File: config.mk
export PLATFORM = sky130hd
export DESIGN_NAME = fetch_stage
export DESIGN_NICKNAME = d
export VERILOG_FILES = /design/src/rtl/fetch_stage.sv
export SDC_FILE = /design/constraint.sdc
export NUM_CORES = 1
export LEC_CHECK = 0
export ABC_AREA = 1
export CAP_MARGIN = 20
export CORE_MARGIN = 1
export CORE_UTILIZATION = 38
export DETAILED_ROUTE_END_ITERATION = 10
export PLACE_DENSITY = 0.67
export SYNTH_ARGS = -nofsm -noshare
export SYNTH_HDL_FRONTEND = slang
export SYNTH_SLANG_ARGS = --single-unit
File: constraint.sdc
create_clock -name clk -period 2.26 [get_ports clk]
set_input_delay 0.452 -clock clk [delete_from_list [all_inputs] [get_ports clk]]
set_output_delay 0.452 -clock clk [all_outputs]
set_load 0.02 [all_outputs]
File: src/rtl/fetch_stage.sv
// fetch_stage: instruction-fetch stage and load-use hazard unit for the
// 5-stage 8-bit CPU.
//
// What this block does:
// - Holds the PC, which also serves as the instruction-memory address.
// - Loads the IF/ID pipeline register.
// - Applies branch redirects coming from the ID-stage decoder.
// - Raises ctrl_mux to bubble the decoder on a load-use hazard.
//
// Optional feature: define FETCH_PERF_EN to add the saturating 16-bit
// stall_count and flush_count performance counters.
module fetch_stage #(
    parameter int                 INSTR_W  = 16,
    parameter int                 PC_W     = 8,
    parameter logic [INSTR_W-1:0] NOP_WORD = 16'hF000
) (
    input  logic               clk,
    input  logic               rst,
    output logic [PC_W-1:0]    imem_addr,
    input  logic [INSTR_W-1:0] imem_data,
    input  logic               pc_src,
    input  logic               if_flush,
    input  logic [PC_W-1:0]    branch_target,
    input  logic               idex_memread,
    input  logic [2:0]         idex_rt,
    output logic [INSTR_W-1:0] ifid_instr,
    output logic [PC_W-1:0]    ifid_pc,
    output logic               ctrl_mux
`ifdef FETCH_PERF_EN
    ,
    output logic [15:0]        stall_count,
    output logic [15:0]        flush_count
`endif
);

    logic [PC_W-1:0]    pc_q, pc_d;
    logic [INSTR_W-1:0] ifid_instr_q, ifid_instr_d;
    logic [PC_W-1:0]    ifid_pc_q, ifid_pc_d;
    logic [PC_W-1:0]    pc_plus1;
    logic               stall;
    logic               redirect;

    // Load-use hazard: a load in ID/EX writes a source register of the
    // instruction in IF/ID. A NOP bubble never counts as a consumer.
    always_comb begin
        ctrl_mux = idex_memread && (ifid_instr_q != NOP_WORD) &&
                   ((idex_rt == ifid_instr_q[11:9]) ||
                    (idex_rt == ifid_instr_q[8:6]));
        stall    = ctrl_mux;
        redirect = pc_src || if_flush;
        pc_plus1 = pc_q + PC_W'(1);
    end

    // Next PC / IF/ID: a redirect beats a stall, and a stall beats a
    // normal fetch. pc_src and if_flush are each honoured on their own.
    always_comb begin
        pc_d         = pc_q;
        ifid_instr_d = ifid_instr_q;
        ifid_pc_d    = ifid_pc_q;
        if (redirect) begin
            pc_d = pc_src ? branch_target : pc_plus1;
            if (if_flush) begin
                ifid_instr_d = NOP_WORD;
                ifid_pc_d    = '0;
            end else begin
                ifid_instr_d = imem_data;
                ifid_pc_d    = pc_plus1;
            end
        end else if (!stall) begin
            pc_d         = pc_plus1;
            ifid_instr_d = imem_data;
            ifid_pc_d    = pc_plus1;
        end
    end

    // PC and IF/ID registers; reset discards any pending stall or redirect.
    always_ff @(posedge clk) begin
        if (rst) begin
            pc_q         <= '0;
            ifid_instr_q <= NOP_WORD;
            ifid_pc_q    <= '0;
        end else begin
            pc_q         <= pc_d;
            ifid_instr_q <= ifid_instr_d;
            ifid_pc_q    <= ifid_pc_d;
        end
    end

    assign imem_addr  = pc_q;
    assign ifid_instr = ifid_instr_q;
    assign ifid_pc    = ifid_pc_q;

`ifdef FETCH_PERF_EN
    logic [15:0] stall_count_q, stall_count_d;
    logic [15:0] flush_count_q, flush_count_d;

    // Saturating counters. A stall overridden by a redirect is not counted
    // as a stall.
    always_comb begin
        stall_count_d = stall_count_q;
        flush_count_d = flush_count_q;
        if (stall && !redirect && (stall_count_q != 16'hFFFF)) begin
            stall_count_d = stall_count_q + 16'd1;
        end
        if (if_flush && (flush_count_q != 16'hFFFF)) begin
            flush_count_d = flush_count_q + 16'd1;
        end
    end

    // Counter registers, cleared by reset.
    always_ff @(posedge clk) begin
        if (rst) begin
            stall_count_q <= '0;
            flush_count_q <= '0;
        end else begin
            stall_count_q <= stall_count_d;
            flush_count_q <= flush_count_d;
        end
    end

    assign stall_count = stall_count_q;
    assign flush_count = flush_count_q;
`endif

endmodule
==> flow_metrics.tcl <==
set metrics [dict create \
    critical_path_arrival_ps 1700 \
    synth_edf_count 0 \
    ys_seq_area_share_pct 36.7 \
    drc 0 \
    ios 65 \
    cp-end-kind "output port" \
    drt-total-wl_mm 4.20 \
    leakage_nw 1.29 \
    grt_pass1_vias 1685 \
    avgSynthCellArea_sq_um 6.30 \
    synth_ff_type "dfxtp_1" \
    grt-ovfl-total 0 \
    dr.pass1.iters 5 \
    start_kind "input port" \
    cts_buffers 5 \
    layout_commonest_cell "nand2_1" \
    cts_setup_buffers 0 \
    antenna_cells 0 \
    synthCells 277 \
    grt_max_degree 41 \
    multiInputGateArea_sq_um 933 \
    clk_pin_slew_ps 60 \
    chipHeight_um 69.8 \
    vdd_drop_max_uv 343 \
    synth_nets 310 \
    async_reset_ff_share_pct 0 \
    tns_ps 0 \
    status "complete, no violations" \
    power-per-cell-area_nw_per_um2 564 \
    fin_worst_skew_ps 5.11 \
    port_buffers 64 \
    min_path_type "reg -> reg" \
    rows 24 \
    min_period_ps 2150 \
    routedWlPerCell_um 10.6 \
    drtIter0Drc 77 \
    core_sq_um 4380 \
    synthesis.area_sq_um 1750 \
    grt.total_usage_pct 17.9 \
    total_power_mw 1.43 \
    antenna_left 0 \
    grt_pass1_wl_mm 7.21 \
    clockRootBuffer "clkbuf_8" \
    clk_latency_ps 280 \
    seqCellArea_sq_um 641 \
    ys_ff_latch 32 \
    post-dp-hpwl_mm 3.00 \
    crit_required_ps 1810 \
    h-tree-depth 2 \
    slew_headroom_pct 76.3 \
    clock_sinks 32 \
    start_util_pct 39.8 \
    cts_tree "built" \
    tightest_slew_ps 355 \
    die_x_um 69.8 \
    worstSetupPathType "in -> out" \
    mostFrequentLayoutCells "nand2_1, nor2_1, clkdlybuf4s50_1" \
    crit_path_max_fanout 2 \
    hold_viol 0 \
    routed_via_density 4.59 \
    max_freq_mhz 465 \
    antenna_found_initial 0 \
    layout.nets 375 \
    synth.area.top_cells "dfxtp_1, nand2_1, nor2_1" \
    drive_above_1_share_pct 4.66 \
    yosysWarningCount 0 \
    synth_cell_types 20 \
    setup_viol 0 \
    fill_cells 447 \
    max_cap_viol_count 0 \
    place_congestion 0.779 \
    synth_top_area_share_pct 36.7 \
    fin_crit_sh_pct 95.1 \
    synth_top_area_cell "dfxtp_1" \
    cts_buffer_depth 2 \
    dieArea_sq_um 4870 \
    final_core_util_pct 57.7 \
    slew_viol_final 0 \
    grt_setup_unrepaired "no" \
    vias 1813 \
    area_growth_syn_to_layout_pct 44.9 \
]
state kept, by name (all words and copies together) (netlist names):
register,cells
ifid_instr,16
ifid_pc,8
imem_addr,8
worst max-delay path, stage by stage:
cell	delay (ps)
clkdlybuf4s50_1	510
xnor2_1	140
nand3_1	100
nand2_1	80
and2_1	120
clkdlybuf4s15_1	290
cells in the mapped netlist (2+ instances only):
cell type   n
buf_6       3
nand3_1    16
dfxtp_1    32
nor2_1     64
buf_2       5
nand2_1    92
o21ai_0     6
clkbuf_1    5
xnor2_1     6
mux2i_1     3
nand4_1    11
inv_1      25
xor2_1      2
what timing repair did:
action,4_1_cts,5_1_grt
gates resized for setup,1,1
setup endpoints to repair,1,1
hold buffers,0,0
path summary, 6_finish.rpt:
| kind | slack (ps) | cells after the start | end | startpoint |
|---|---|---|---|---|
| setup / recovery | 110 | 6 | ctrl_mux | idex_rt[0] |
| hold reg to reg | 480 | 2 | ifid_pc[7] | ifid_pc[7] |
| hold / removal | 480 | 2 | ifid_pc[7] | ifid_pc[7] |
| setup reg to reg | 750 | 10 | ifid_instr[2] | ifid_instr[7] |
metal layers:
layer	wire length [um]	part of all wire, %	up-vias	global-route usage [%]
met2	1980	47	41	29.6
met5	0	0	-	0
li1	-	-	980	-
met1	1990	47	788	23.0
met3	193	4.6	4	3.78
met4	33	0.79	0	6.22
area by class of cell:
cell class	instances	share of cell area, %
clock buffer	8	3.56
inverter	25	3.71
multi-input combinational	207	36.9
sequential	32	25.3
tap	52	2.57
timing repair buffer	71	27.9
logic make-up (layout without fill, tap and decap cells):
kind of cell | count (synthesis) | count (layout) | share of synthesized area (%)
compound gates | 9 | 9 | 2.94
xor+xnor | 8 | 8 | 4.01
fa+ha+maj | 1 | 1 | 0.717
buf+inv | 38 | 104 | 9.82
flops | 32 | 32 | 36.7
mux | 3 | 3 | 1.72
simple gates | 186 | 186 | 44.1
where the power goes:
group          leakage (nW)  switching [mW]  total, mW  internal (mW)
sequential            0.263          0.0330      0.632          0.599
clock                0.0455           0.197      0.445          0.248
combinational         0.977           0.177      0.350          0.173
stage by stage:
step	setup slack (ps)	area, sq um	hold WS [ps]	instances
2_1_floorplan	542	1750	558	277
3_3_place_gp	-182	2440	469	387
3_5_place_dp	-212	2440	473	387
4_1_cts	58.8	2530	484	395
5_1_grt	16.7	2530	525	395
6_report	111	2530	482	395
Note: power is estimated with default switching activity, not from simulation.
